--- config.mk ---
export PLATFORM = sky130hd
export DESIGN_NAME = frame_sync_gate
export DESIGN_NICKNAME = d
export VERILOG_FILES = /design/src/rtl/stream_sync_pkg.sv /design/src/rtl/edge_detect_fval.sv /design/src/rtl/frame_sync_gate.sv
export SDC_FILE = /design/constraint.sdc
export NUM_CORES = 1
export LEC_CHECK = 0
export CORE_UTILIZATION = 40
export DETAILED_ROUTE_END_ITERATION = 12
export GPL_TIMING_DRIVEN = 0
export PLACE_DENSITY = 0.85
export SLEW_MARGIN = 5
export SYNTH_ARGS = -nofsm -noshare
export SYNTH_HDL_FRONTEND = slang
export SYNTH_HIERARCHICAL = 1
export SYNTH_SLANG_ARGS = --single-unit
--- constraint.sdc ---
create_clock -name clk_pix -period 1.6 [get_ports clk_pix]
set_input_delay 0.16 -clock clk_pix [delete_from_list [all_inputs] [get_ports clk_pix]]
set_output_delay 0.16 -clock clk_pix [all_outputs]
set_load 0.03 [all_outputs]
--- src/rtl/stream_sync_pkg.sv ---
// Shared definitions for the stream synchronisation blocks.
//   sync_state_e : gate FSM state encoding
//   FRAME_CNT_W  : width of the passed-frame counter
package stream_sync_pkg;

  // state       | meaning
  // ST_IDLE     | disabled, nothing passes
  // ST_WAIT_GAP | enabled but a frame was already running; wait for fval low
  // ST_ARMED    | enabled, in a frame gap, next frame start is accepted
  // ST_ACTIVE   | passing the current frame through to the outputs
  typedef enum logic [1:0] {
    ST_IDLE     = 2'd0,
    ST_WAIT_GAP = 2'd1,
    ST_ARMED    = 2'd2,
    ST_ACTIVE   = 2'd3
  } sync_state_e;

  localparam int FRAME_CNT_W = 16;

endpackage

--- src/rtl/edge_detect_fval.sv ---
// Frame-valid edge detector.
//   clk_pix, reset_pix_n : pixel clock, async active-low reset
//   i_fval               : frame valid input
//   o_fval_r             : i_fval delayed one clock
//   o_frame_start        : i_fval rising this cycle
//   o_frame_end          : i_fval falling this cycle
module edge_detect_fval (
  input  logic clk_pix,
  input  logic reset_pix_n,
  input  logic i_fval,
  output logic o_fval_r,
  output logic o_frame_start,
  output logic o_frame_end
);

  logic fval_q;

  always_ff @(posedge clk_pix or negedge reset_pix_n) begin
    if (!reset_pix_n) fval_q <= 1'b0;
    else              fval_q <= i_fval;
  end

  assign o_fval_r      = fval_q;
  assign o_frame_start = i_fval & ~fval_q;
  assign o_frame_end   = ~i_fval & fval_q;

endmodule

--- src/rtl/frame_sync_gate.sv ---
// Frame-synchronous stream gate. Only whole frames pass: a frame already in
// flight when the gate is enabled is skipped, and a disable during a passed
// frame takes effect only after that frame ends.
//   clk_pix, reset_pix_n        : pixel clock, async active-low reset
//   i_fval, i_lval, iv_pix_data : incoming video timing and pixels
//   i_acquisition_start, i_stream_enable, i_encrypt_state : enable terms
//   iv_pixel_format             : live pixel format register
//   o_fval, o_lval, ov_pix_data : gated video, one clock behind the inputs
//   ov_pixel_format             : format captured at accepted frame start
//   o_full_frame_state          : high while a passed frame is on the output
//   ov_frame_cnt                : number of passed frames (wraps)
module frame_sync_gate
  import stream_sync_pkg::*;
#(
  parameter int SENSOR_DAT_WIDTH = 10,
  parameter int CHANNEL_NUM      = 4,
  parameter int REG_WD           = 32
) (
  input  logic                                  clk_pix,
  input  logic                                  reset_pix_n,
  input  logic                                  i_fval,
  input  logic                                  i_lval,
  input  logic [SENSOR_DAT_WIDTH*CHANNEL_NUM-1:0] iv_pix_data,
  input  logic                                  i_acquisition_start,
  input  logic                                  i_stream_enable,
  input  logic                                  i_encrypt_state,
  input  logic [REG_WD-1:0]                     iv_pixel_format,
  output logic                                  o_fval,
  output logic                                  o_lval,
  output logic [SENSOR_DAT_WIDTH*CHANNEL_NUM-1:0] ov_pix_data,
  output logic [REG_WD-1:0]                     ov_pixel_format,
  output logic                                  o_full_frame_state,
  output logic [FRAME_CNT_W-1:0]                ov_frame_cnt
);

  localparam int DW = SENSOR_DAT_WIDTH * CHANNEL_NUM;

  logic enable;
  logic fval_r, frame_start, frame_end;
  logic accept_start, frame_done;

  sync_state_e            state_q, state_d;
  logic                   lval_q;
  logic [DW-1:0]          pix_q;
  logic [REG_WD-1:0]      fmt_q;
  logic [FRAME_CNT_W-1:0] cnt_q;

  assign enable = i_acquisition_start & i_stream_enable & i_encrypt_state;

  edge_detect_fval u_edge_detect_fval (
    .clk_pix       (clk_pix),
    .reset_pix_n   (reset_pix_n),
    .i_fval        (i_fval),
    .o_fval_r      (fval_r),
    .o_frame_start (frame_start),
    .o_frame_end   (frame_end)
  );

  always_comb begin
    state_d = state_q;
    unique case (state_q)
      ST_IDLE: begin
        if (enable) state_d = i_fval ? ST_WAIT_GAP : ST_ARMED;
      end
      ST_WAIT_GAP: begin
        if (!enable)      state_d = ST_IDLE;
        else if (!i_fval) state_d = ST_ARMED;
      end
      ST_ARMED: begin
        if (!enable)          state_d = ST_IDLE;
        else if (frame_start) state_d = ST_ACTIVE;
      end
      ST_ACTIVE: begin
        // enable is only looked at once the frame has finished
        if (frame_end) state_d = enable ? ST_ARMED : ST_IDLE;
      end
      default: state_d = ST_IDLE;
    endcase
  end

  assign accept_start = (state_q == ST_ARMED) && (state_d == ST_ACTIVE);
  assign frame_done   = (state_q == ST_ACTIVE) && frame_end;

  always_ff @(posedge clk_pix or negedge reset_pix_n) begin
    if (!reset_pix_n) begin
      state_q <= ST_IDLE;
      lval_q  <= 1'b0;
      pix_q   <= '0;
      fmt_q   <= '0;
      cnt_q   <= '0;
    end else begin
      state_q <= state_d;
      lval_q  <= i_lval;
      pix_q   <= iv_pix_data;
      if (accept_start) fmt_q <= iv_pixel_format;
      if (frame_done)   cnt_q <= cnt_q + 1'b1;
    end
  end

  // fval_r and state_q are both registered, so the gated timing lines up
  // with the one-clock-delayed lval/pixel registers. A frame entering
  // ACTIVE this cycle shows up on the next clock, together with its data.
  assign o_fval             = fval_r & (state_q == ST_ACTIVE);
  assign o_lval             = o_fval & lval_q;
  assign ov_pix_data        = o_lval ? pix_q : '0;
  assign ov_pixel_format    = fmt_q;
  assign o_full_frame_state = o_fval;
  assign ov_frame_cnt       = cnt_q;

endmodule
# Yosys cells after proc, flatten, opt, wreduce, memory -nomap -nowiden
# Index checks and enable logic that the tools add are counted.
[word_totals] ff_bits=92 wordCells=32
[classes] reduce_logical=3 mux=10 n_addsub=1 bitwise=8 n_eq_ne=4
[ops] operator="$mux 40" count=1
[ops] operator="$add 16x1->16 const B" count=1
[ops] operator="$mux 2" count=8
[ops] operator="$pmux 2 s4" count=1
[ops] operator="$and 1x1->1" count=6
[ops] operator="$eq 2x2->1 const B" count=3
[ops] operator="$eq 2x1->1 const B" count=1
[ops] operator="$logic_and 1x1->1" count=2
[ops] operator="$logic_not 2->1" count=1
[ops] operator="$not 1->1" count=2

# Depth between registers and ports, before layout
[depth] word_depth=7 ltp_mapped=5 ltp_nobuf=5

# Hierarchy
# Netlist, hierarchy kept.
[by_module_without_submodules] module="frame_sync_gate" area_each_um2=3448.3 cells_each=228 seq_area_each_um2=2277.2 instances=1
[by_module_without_submodules] module="edge_detect_fval" area_each_um2=40.0 cells_each=3 seq_area_each_um2=25.0 instances=1

# Least setup slack after synthesis
# OpenSTA, ideal clock, no wires.
[synth_path] kind="register to register" start="reg cnt_q[0], in the netlist ov_frame_cnt[0]" end="reg cnt_q[8], in the netlist ov_frame_cnt[8]" required_ns=1.467 setup_slack_ns=0.080 arrival_ns=1.387 setup_time_ns=0.133 stages_incl_launch_ff=6 cell_sequence="dfrtp_1 ha_1 nand4_1 nor2_1 nand4_1 xnor2_1"
[synth_between] elab_chain_cells=1
[synth_lines] element="start, declared" line="frame_sync_gate.sv:46" source="logic [FRAME_CNT_W-1:0] cnt_q;"
[synth_lines] element="start signal, assigned" line="frame_sync_gate.sv:96" source="if (frame_done) cnt_q <= cnt_q + 1'b1;"
[synth_lines] element="$add 16x1->16" line="frame_sync_gate.sv:96"
# No other way between the ends.
# A chain may end at the register's enable or synchronous reset.

# Worst setup path after layout
[layout_path] start="reg state_q[0]" end="out ov_pix_data[22]"
[layout_between] elab_chain_cells=4
[layout_lines] element="start, declared" line="frame_sync_gate.sv:42" source="sync_state_e state_q, state_d;"
[layout_lines] element="start signal, assigned" line="frame_sync_gate.sv:92" source="state_q <= state_d;"
[layout_lines] element="$eq 2x2->1" line="frame_sync_gate.sv:103" source="assign o_fval = fval_r & (state_q == ST_ACTIVE);"
[layout_lines] element="$and 1x1->1" line="frame_sync_gate.sv:103"
[layout_lines] element="$and 1x1->1" line="frame_sync_gate.sv:104" source="assign o_lval = o_fval & lval_q;"
[layout_lines] element="$mux 40" line="frame_sync_gate.sv:105" source="assign ov_pix_data = o_lval ? pix_q : '0;"
[layout_lines] element="end, declared" line="frame_sync_gate.sv:30" source="output logic [SENSOR_DAT_WIDTH*CHANNEL_NUM-1:0] ov_pix_data,"
# No other way between the ends.

==> reports/qor.txt <==
Outcome = complete, but fails checks
Violated checks = setup timing
Power Density = 810 nW/um^2
Reg clk slew, reported paths = 0.10 ns
Nets = 503
TritonCTS clock tree = yes
CTS root buffer = clkbuf_8
CTS H-tree lvls = 3
Max-Cap Viols = 0
Min cycle time layout = 1.67 ns
Register area share after synthesis = 0.660
Number of buffers created by CTS = 9
Clock sinks = 92
Util after Layout = 0.717
DRT iter0 DRCs = 51
Endpoints failing hold = 0
Area Overhead vs Synth = 71.5%
Total power = 4.85 mW
Routed len/inst = 18.0 um
Multi-input gate area = 1260 um^2
Port-buffer cells = 169
Clk buf depth = 2
Hold path startpoint = iv_pix_data[30]
P_int = 3.70 mW
Max_slew headroom = 0.591
Sw frac = 0.237
DIE HEIGHT = 95.4 um
Filler Cell Count = 553
Ys Warns = 6
RSZ-0062 raised after global routing = yes
1st-pass router iterations = 4
Largest net degree at the start of global routing = 48
End point of the worst hold path = pix_q[30]
Layout Cells excl Fill = 533
Initial antenna violation count = 0
Unique masters post-synth = 27
CP max FO = 10
Seq pwr share = 0.512
Core footprint = 8340 um^2
Rows = 33
Critical path capture point type = output pin
Fin Hold WS = 0.230 ns
Die width = 95.4 um
Setup TNS = -1.50 ns
Setup ws final = -0.0742 ns
Leakage power = 3.34 nW
FF-to-FF setup slack = 0 ns
Critical Path AT = 1.51 ns
Maximum clock rate = 0.597 GHz
Vias in the first global route = 2576
FF+latch area = 2310 um^2
CP Data Required Time = 1.44 ns
Comb pwr share = 0.121
Reg2reg end = ov_pixel_format[25]
Commonest non-fill, non-tap cell in the layout = dfrtp_1
P_sw = 1.15 mW
Worst skew pair latency = 0.36 ns
Routed WL = 9600 um
Total GRT Usage = 0.199
Clk_skew = 0.0195 ns
Vias per inst = 4.86
Final setup violation count = 42
Flops & latches, synth = 92
Most frequent cells in the layout = dfrtp_1, clkdlybuf4s50_1, buf_6, mux2_4, and3_4
Gr ovfl total = 0
Syn_area_per_cell = 15.1 um^2
Setup WS pre-CTS = -0.714 ns
Fraction of layout instances using a drive strength above 1 = 0.357
Worst flop-to-flop path startpoint = u_edge_detect_fval/o_fval_r
Clk pwr share = 0.367
Critical path startpoint category = register
Worst-Margin Slew = 0.613 ns
Hold crit path type = input pin to register
Final slew viol count = 0
Placed cell area = 5330 um^2
Final Wtd Congestion = 0.695
Global-route wire length before repair = 13300 um
# diodes = 0
Synthesized area = 3490 um^2
Tcrit/Tclk final = 1.05
Die area = 9100 um^2
I/O Pins = 170
Post-Syn Nets = 311
Final instance area = 5980 um^2
Setup Crit Path Kind = register to output pin
Initial Util = 0.418
Cells after Synth = 231
DRC errors left = 0
Cells on worst reg2reg path = 6
Post-route ant nets = 0
Via count = 2588
Min-Delay Path Depth = 1
Placed cells = 506
Placed wire-length estimate = 6420 um
Peak supply drop = 0.552 mV
[power groups by stage]
stage          clock [mW]  sequential [mW]  combinational, mW
5_1_grt              1.92             2.50              0.623
2_1_floorplan           0             2.62             0.0976
3_5_place_dp            0             2.53              0.572
4_1_cts              1.81             2.48              0.587
3_3_place_gp            0             2.52              0.552
6_report             1.78             2.48              0.588
[worst max-delay path, stage by stage, from the launching register on]
cell	delay (ns)
dfrtp_2	0.37
and3_4	0.30
buf_8	0.16
and3_1	0.20
buf_6	0.14
[cell usage after synthesis]
master    count  area (um^2)
buf_6         3         33.8
o21ai_0       2         10.0
inv_1         2         7.51
and3_1       42          263
mux2_2        3         33.8
and2_1        2         12.5
nand4_1       4         25.0
nand2_1       6         22.5
nor3b_2       1         12.5
ha_1          1         12.5
nor2_1        3         11.3
nand2_2       1         6.26
nor2b_1       1         6.26
dfrtp_1      92         2300
nand3_4       1         17.5
buf_4         1         7.51
a41oi_1       1         8.76
clkbuf_1      7         26.3
nand3_1       6         30.0
and2b_2       1         8.76
mux2_4       30          450
and4_1        2         17.5
xnor2_1      11         96.3
xor2_1        4         35.0
a21oi_1       2         10.0
buf_2         1         5.00
nor3_4        1         16.3
[per-layer routing]
| metal | wire (um) | vias up | GRT usage |
|---|---|---|---|
| li1 | - | 1179 | - |
| met1 | 3720 | 1289 | 0.228 |
| met2 | 5070 | 111 | 0.360 |
| met3 | 706 | 9 | 0.0598 |
| met4 | 101 | 0 | 0.0522 |
| met5 | 0 | - | 0 |
[final cells by class]
cell class | instances | area share
Clock inverter | 6 | 0.0153
Timing Repair Buffer | 181 | 0.316
Inverter | 2 | 0.00125
Clock buffer | 10 | 0.0230
Multi-Input combinational cell | 125 | 0.211
Sequential cell | 92 | 0.385
Tap cell | 105 | 0.0220
Buffer | 12 | 0.0257
[logic make-up (layout without fill, tap and decap cells)]
logic type	count (synthesis)	count (layout)	synth area share
AO/OA/AOI/OAI	5	5	0.00825
flip-flops	92	92	0.660
XOR/XNOR	15	15	0.0377
multiplexers	33	33	0.139
adder cells (fa/ha/maj)	1	1	0.00359
buffers and inverters	14	211	0.0230
AND/OR/NAND/NOR	71	71	0.129
[state kept, by name, indices dropped and copies added, names as in the netlist]
name	cells
lval_q	1
state_q	2
ov_pixel_format	32
u_edge_detect_fval/o_fval_r	1
ov_frame_cnt	16
pix_q	40
[how the worst max path moves through the flow]
stage	startpoint	end	slack (ns)	depth (start not counted)
after floorplan	ov_frame_cnt[0]	ov_frame_cnt[8]	0.08	5
after global placement	reset_pix_n	ov_frame_cnt[9]	-2.79	1
after detailed placement	state_q[1]	ov_pix_data[30]	-0.71	4
after CTS	state_q[0]	ov_pix_data[18]	-0.04	4
after global routing	state_q[0]	ov_pix_data[22]	-0.13	4
final	state_q[0]	ov_pix_data[22]	-0.07	4
[what timing repair did]
| item | 4_1_cts | 5_1_grt |
|---|---|---|
| gates resized for setup | 349 | 51 |
| cloned | 0 | 1 |
| hold buffers | 1 | 0 |
| hold endpoints to repair | 46 | 0 |
| pin swaps | 13 | 9 |
| setup endpoints to repair | 58 | 86 |
| buffers inserted | 2 | 7 |
Note: power is estimated with default switching activity, not from simulation.
